**config.mk**
```make
export PLATFORM = sky130hd
export DESIGN_NAME = state_load_sequencer
export DESIGN_NICKNAME = d
export VERILOG_FILES = /design/src/rtl/state_load_sequencer.sv
export SDC_FILE = /design/constraint.sdc
export NUM_CORES = 1
export LEC_CHECK = 0
export ABC_AREA = 1
export BUFFER_PORTS_ARGS = -buffer_cell sky130_fd_sc_hd__buf_2
export CORE_UTILIZATION = 52
export CTS_CLUSTER_SIZE = 12
export DETAILED_ROUTE_END_ITERATION = 7
export PLACE_DENSITY_LB_ADDON = 0.05
export SYNTH_ARGS = -nofsm -noshare
export SYNTH_HDL_FRONTEND = slang
export SYNTH_SLANG_ARGS = --single-unit
```
**constraint.sdc**
```tcl
create_clock -name clk -period 1.97 [get_ports clk]
set_input_delay 0.197 -clock clk [delete_from_list [all_inputs] [get_ports clk]]
set_output_delay 0.197 -clock clk [all_outputs]
set_load 0.03 [all_outputs]
```
**src/rtl/state_load_sequencer.sv**
```systemverilog
`default_nettype none
// ============================================================================
// Module   : state_load_sequencer
// Purpose  : Buffers bytes in a FIFO and replays each one as two nibble writes
//            into the downstream nibble-select register, with clear and shadow.
//            Optional macro SEQ_SKIP_EQUAL_EN: skip loads of bytes equal to SHADOW.
// Revision : 1.0  initial release
// ============================================================================
module state_load_sequencer #(
    parameter int DEPTH = 4
) (
    input  logic       clk,
    input  logic       rst_n,
    input  logic       i_in_valid,
    output logic       o_in_ready,
    input  logic [0:7] i_in_data,
    input  logic       i_clr_req,
    output logic       o_select,
    output logic [0:7] o_data_out,
    output logic       o_state_clr,
    output logic [0:7] o_shadow,
    output logic       o_busy,
    output logic       o_done
);
    localparam int AW = (DEPTH > 1) ? $clog2(DEPTH) : 1;
    localparam int CW = AW + 1;
    localparam logic [CW-1:0] C_FULL = CW'(DEPTH);

    typedef enum logic [1:0] {
        S_IDLE    = 2'd0,
        S_LOAD_HI = 2'd1,
        S_LOAD_LO = 2'd2,
        S_CLEAR   = 2'd3
    } state_t;

    state_t          r_state;
    logic [0:7]      r_mem [DEPTH];
    logic [AW-1:0]   r_wr_ptr;
    logic [AW-1:0]   r_rd_ptr;
    logic [CW-1:0]   r_count;
    logic            r_in_ready;
    logic            r_clr_pend;
    logic [0:7]      r_byte;
    logic            r_select;
    logic [0:7]      r_data_out;
    logic            r_state_clr;
    logic [0:7]      r_shadow;
    logic            r_done;

    logic            w_push;
    logic            w_pop;
    logic            w_empty;
    logic            w_decide;
    logic            w_go_clear;
    logic            w_go_load;
    logic            w_skip;
    logic [0:7]      w_head;
    logic [CW-1:0]   w_count_nxt;

    assign w_push  = i_in_valid && r_in_ready;
    assign w_empty = (r_count == '0);
    assign w_head  = r_mem[r_rd_ptr];

    // IDLE, LOAD_LO and CLEAR share the same exit decision; LOAD_HI never branches.
    assign w_decide   = (r_state != S_LOAD_HI);
    assign w_go_clear = w_decide && r_clr_pend;

`ifdef SEQ_SKIP_EQUAL_EN
    assign w_skip = w_decide && !r_clr_pend && !w_empty && (w_head == r_shadow);
`else
    assign w_skip = 1'b0;
`endif

    assign w_go_load   = w_decide && !r_clr_pend && !w_empty && !w_skip;
    assign w_pop       = w_go_load || w_skip;
    assign w_count_nxt = r_count + CW'(w_push) - CW'(w_pop);

    always_ff @(posedge clk) begin
        if (w_push) begin
            r_mem[r_wr_ptr] <= i_in_data;
        end
    end

    always_ff @(posedge clk or negedge rst_n) begin
        if (!rst_n) begin
            r_state     <= S_IDLE;
            r_wr_ptr    <= '0;
            r_rd_ptr    <= '0;
            r_count     <= '0;
            r_in_ready  <= 1'b0;
            r_clr_pend  <= 1'b0;
            r_byte      <= '0;
            r_select    <= 1'b1;
            r_data_out  <= '0;
            r_state_clr <= 1'b1;
            r_shadow    <= '0;
            r_done      <= 1'b0;
        end else begin
            if (w_push) begin
                r_wr_ptr <= r_wr_ptr + AW'(1);
            end
            if (w_pop) begin
                r_rd_ptr <= r_rd_ptr + AW'(1);
            end
            r_count    <= w_count_nxt;
            // Ready follows the registered count, so a pop while full frees a slot one cycle later.
            r_in_ready <= (w_count_nxt != C_FULL);
            r_clr_pend <= w_go_clear ? 1'b0 : (r_clr_pend | i_clr_req);

            r_done      <= 1'b0;
            r_state_clr <= 1'b0;
            r_select    <= 1'b1;
            if (w_go_clear) begin
                r_state     <= S_CLEAR;
                r_state_clr <= 1'b1;
                r_data_out  <= '0;
                r_shadow    <= '0;
            end else if (w_go_load) begin
                r_state         <= S_LOAD_HI;
                r_byte          <= w_head;
                r_data_out      <= {w_head[0:3], r_shadow[4:7]};
                r_shadow[0:3]   <= w_head[0:3];
            end else if (r_state == S_LOAD_HI) begin
                r_state         <= S_LOAD_LO;
                r_select        <= 1'b0;
                r_data_out      <= r_byte;
                r_shadow[4:7]   <= r_byte[4:7];
                r_done          <= 1'b1;
            end else begin
                // Idle refresh rewrites the upper nibble with its current value.
                r_state    <= S_IDLE;
                r_data_out <= r_shadow;
                r_done     <= w_skip;
            end
        end
    end

    assign o_in_ready  = r_in_ready;
    assign o_select    = r_select;
    assign o_data_out  = r_data_out;
    assign o_state_clr = r_state_clr;
    assign o_shadow    = r_shadow;
    assign o_done      = r_done;
    assign o_busy      = (r_state != S_IDLE) || !w_empty;

endmodule
`default_nettype wire

```
-- Word level (Yosys, flattened, before mapping)
Memory sizes are Yosys's and may differ from the RTL's.
Index checks and enable logic that the tools add are counted.
- register bits after elaboration: 38
- latch bits: 0
- bits in writable memories: 32
- ROM bits: 0
- input port bits: 12
- output and inout bits: 21
- word-level logic and storage cells: 57
- memories: 1
- memories (memory ; words ; bits a word ; rd ports ; clocked after memory_dff ; write ports ; line ; text):
    r_mem ; 4 ; 8 ; 1 ; 0 ; 1 ; 37 ; logic [0:7] r_mem [DEPTH];
- add/subtract/negate cells: 4
- multipliers: 0
- divide/modulo/power cells: 0
- order comparisons: 0
- eq/ne operators: 4
- shift-type cells: 0
- mux-type cells: 20
- bitwise gates (word level): 2
- reductions and logical operators: 13
- operator list (kind ; count):
    two-way mux 8 bit ; 4
    two-way mux 4 bit ; 3
    two-way mux 1 bit ; 10
    two-way mux 2 bit ; 3
    nonzero test 2 bit ; 3
    adder 2 x 1 -> 2 bit, second input constant ; 2
    logical AND 1 bit ; 4
    inequality test 2 x 1 -> 1 bit, second input constant ; 2
    AND reduction 2 bit ; 2
    adder 3 x 1 -> 3 bit ; 1
    zero test 3 bit ; 1
    inequality test 3 bit, second input constant ; 1
    subtractor 3 x 1 -> 3 bit ; 1
    equality test 2 x 1 -> 1 bit, second input constant ; 1
    zero test 1 bit ; 2
    logical OR 1 bit ; 1
    inverter 1 bit ; 1
    OR 1 bit ; 1

-- Logic depth before layout (Yosys ltp)
- depth after elaboration: 5
- depth in mapped cells: 13
- mapped depth without buffers: 13

-- Worst setup path after synthesis
No wires, ideal clock.
- kind: reg2reg
- start: register r_count[1]
- end: register r_count[2]
- library setup time: 0.119 ns
- arrival: 2.008 ns
- data required time: 1.851 ns
- slack: -0.157 ns
- cell stages (with the launch flop): 13
- path buffers: 0
- clock period less this slack: 2.127 ns
- path through: dfrtp_1 inv_1 nand2_1 inv_1 nor2_8 ha_1 inv_1 ha_1 inv_1 fa_1 xnor2_1 nand2_1 and2_1
- longest elaborated chain between the ends: 4
- elaborated cells on any way between the ends: 5
- those cells by class: add/sub: 2; reduce/logical: 3
- ends and longest elaborated chain (what ; line ; text):
    start: declaration ; 40 ; logic [CW-1:0] r_count;
    start signal: assignment ; 105 ; r_count <= w_count_nxt;
    zero test 3 bit ; 61 ; assign w_empty = (r_count == '0);
    zero test 1 bit ; 74 ; assign w_go_load = w_decide && !r_clr_pend && !w_empty && !w_skip;
    logical AND 1 bit ; 74 ;
    named net w_go_load ; 55 ; logic w_go_load;
    subtractor 3 x 1 -> 3 bit ; 76 ; assign w_count_nxt = r_count + CW'(w_push) - CW'(w_pop);
    named net w_count_nxt[2] ; 58 ; logic [CW-1:0] w_count_nxt;
The timed path passes the listed nets, and every way through them passes these cells.
A chain may end at the register's enable or synchronous reset.

-- Worst setup path in the final report
- start: register r_count[0]
- end: register r_count[2]
The elaborated chain is that of the path after synthesis.

==> results.sh <==
export IMPL_outcome="complete, but fails checks"
export IMPL_failed_checks="setup timing"
export IMPL_nets=369
export IMPL_p_leak_uw=0.00189
export IMPL_yosys_top_cells_count="105 x nand2_1, 48 x inv_1, 36 x dfrtp_1, 32 x edfxtp_1, 29 x nand3_1"
export IMPL_dr_first_iter_drc_count=87
export IMPL_synth_warnings=0
export IMPL_ys_seq_area_frac=0.643
export IMPL_grtUsageMet1=0.252
export IMPL_met3_usage=0.0353
export IMPL_min_period_over_period=1.01
export IMPL_synth_edf_count=32
export IMPL_syn_area_sq_um=2980
export IMPL_finalSetupTns_ns=-0.0151
export IMPL_clk_latency_ns=0.34
export IMPL_grt_first_pass_wirelength_um=8660
export IMPL_finalHoldViolCount=0
export IMPL_antenna_left=0
export IMPL_max_freq_mhz=504
export IMPL_grt_use_total=0.193
export IMPL_ys_ff_latch=70
export IMPL_tightest_slew_ns=0.333
export IMPL_routed_wl_um=5060
export IMPL_cts_sinks=70
export IMPL_syn_num_nets=310
export IMPL_setup_viol=1
export IMPL_layout_setup_ws_ns=-0.0151
export IMPL_coreArea_sq_um=5510
export IMPL_peakVddDrop_mv=0.892
export IMPL_hpwl_um=3380
export IMPL_worstHoldPathType="in -> reg"
export IMPL_cp_arrival_ns=2.22
export IMPL_criticalPathCategory="reg -> reg"
export IMPL_critical_path_max_fanout=2
export IMPL_grt_start_max_net_pins=21
export IMPL_synthArstFlopShare=0.543
export IMPL_clkSlewWorstSetupHoldPaths_ns=0.07
export IMPL_ctsHtreeMaxLevel=3
export IMPL_vias=1987
export IMPL_die_area_sq_um=6030
export IMPL_firstDrtPassIters=4
export IMPL_globalplace_congestion=0.728
export IMPL_powerDensity_nw_per_um2=1770
export IMPL_antenna_found_initial=0
export IMPL_skew_ns=0.00640
export IMPL_cts_tree="yes"
export IMPL_placementRows=27
export IMPL_io_pins=33
export IMPL_slew_viol_final=0
export IMPL_grt_overflow=0
export IMPL_cap_violations=0
export IMPL_cts_buffers=9
export IMPL_preCtsSetupSlack_ns=-0.0513
export IMPL_post_drt_wl_per_cell_um=11.8
export IMPL_layout_drive_gt1_share=0.259
export IMPL_clock_tree_root_cell="clkbuf_8"
export IMPL_numPlacedInstances=407
export IMPL_syn_avg_cell_area_sq_um=10.2
export IMPL_worst_ep_required_time_ns=2.20
export IMPL_yosysTopAreaCellShare=0.323
export IMPL_syn_to_final_growth_pct=21.9
export IMPL_die_w_um=77.7
export IMPL_synthTopCellsByArea="edfxtp_1 32%, dfrtp_1 30%, nand2_1 13%, inv_1 6.1%, nand3_1 4.9%"
export IMPL_antenna_cells=0
export IMPL_synth_top_cell_by_area="edfxtp_1"
export IMPL_gr_usage_met2=0.301
export IMPL_drc=0
export IMPL_clk_path_buf_depth=2
export IMPL_max_slew_margin=0.778
export IMPL_die_height_um=77.7
export IMPL_gr_max_usage_layer="met2"
export IMPL_cp_end_kind="flop"
export IMPL_cp_start_kind="flop"
export IMPL_grt_pass1_vias=1889
export IMPL_routed_via_density=4.65
export IMPL_rsz0062_at_grt="yes"
export IMPL_start_util=0.541
export IMPL_yosysMostFrequentCell="nand2_1"
export IMPL_synthFlopType="dfrtp_1"
export IMPL_syn_inst=291
export IMPL_port_buffers=32
export IMPL_synth_distinct_cells=22
export IMPL_final_cells=427
export IMPL_fin_crit_ns=1.99
stage by stage:
| step | area, sq um | power (uW) | util | hold slack, ns |
|---|---|---|---|---|
| final | 3630 | 6430 | 0.659 | 0.0697 |
| after CTS | 3610 | 6450 | 0.656 | 0.0537 |
| after global placement | 3340 | 5000 | 0.607 | 0.121 |
| after detailed placement | 3340 | 5060 | 0.607 | 0.113 |
| after floorplan | 3020 | 4370 | - | -0.0986 |
| after global routing | 3630 | 6910 | 0.659 | 0.0592 |
layout make-up:
cell class              instances  area (sq um)
clock inverters                 1          30.0
clock buffers                  15           219
fillers                       445          1880
well taps                      72          90.1
multi-input cells             164           850
flip-flops and latches         70          1920
repair buffers                 55           335
inverters                      50           190
cell families after synthesis:
kind of cell / after synthesis / synth area share
AND/OR/NAND/NOR: 151 / 0.221
buffers and inverters: 57 / 0.0853
AO/OA/AOI/OAI: 3 / 0.0101
XOR/XNOR: 3 / 0.00883
adder cells (fa/ha/maj): 7 / 0.0319
flip-flops: 70 / 0.643
report_power, final:
part / leakage, uW / internal [uW] / switching [uW] / total [uW]
sequential: 0.000760 / 2060 / 209 / 2270
clock: 0.000126 / 844 / 520 / 1360
combinational: 0.00101 / 1010 / 1780 / 2790
metal layers:
layer,up-vias,share of wire
li1,1008,-
met1,924,0.46
met2,48,0.48
met3,7,0.037
met4,0,0.016
met5,-,0
path summary, 6_finish.rpt:
check,endpoint,cells past startpoint,slack [ns],from
worst min register to register,o_shadow[5],2,0.49,o_shadow[5]
max in group asynchronous,r_rd_ptr[0],3,1.17,rst_n
worst max register to register,r_count[2],12,-0.02,r_count[0]
min in group asynchronous,o_shadow[2],2,0.29,rst_n
worst max-delay path,r_count[2],12,-0.02,r_count[0]
worst min-delay path,r_mem[0][7],1,0.07,i_in_data[0]
critical path, cell delays in order, from the launching register on:
cell and delay, ns:
dfrtp_1 0.39, nor2_1 0.13, nand2_2 0.09, inv_4 0.09, nor2_8 0.04, ha_4 0.20, inv_2 0.06, ha_4 0.12
inv_2 0.03, fa_2 0.34, xnor2_2 0.15, nand2_1 0.09, and2_1 0.16
state kept, by name (all words and copies together) (netlist names), 2 cells and up:
name,cells
r_state,2
r_rd_ptr,2
o_data_out,8
r_wr_ptr,2
r_byte,8
r_mem,32
r_count,3
o_shadow,8
cell usage in the layout (no fill, tap or decap), drive strengths merged:
master       Yosys  layout
xor2             1       1
and2             1       1
bufinv           0       1
xnor2            2       2
fa               1       1
buf              7      54
ha               6       6
inv             50      50
edfxtp          32      32
dlygate4sd3      0       1
a21oi            2       2
nor2            11      11
dfrtp           36      36
dfstp            2       2
nand2          110     110
nand3           29      29
clkbuf           0      15
o21ai            1       1
timing repair:
action,4_1_cts,5_1_grt
setup endpoints to repair,2,2
setup buffers,1,2
hold endpoints to repair,13,0
pin swaps,3,2
resized for setup,1,1
hold buffers,1,0
Note: power is estimated with default switching activity, not from simulation.
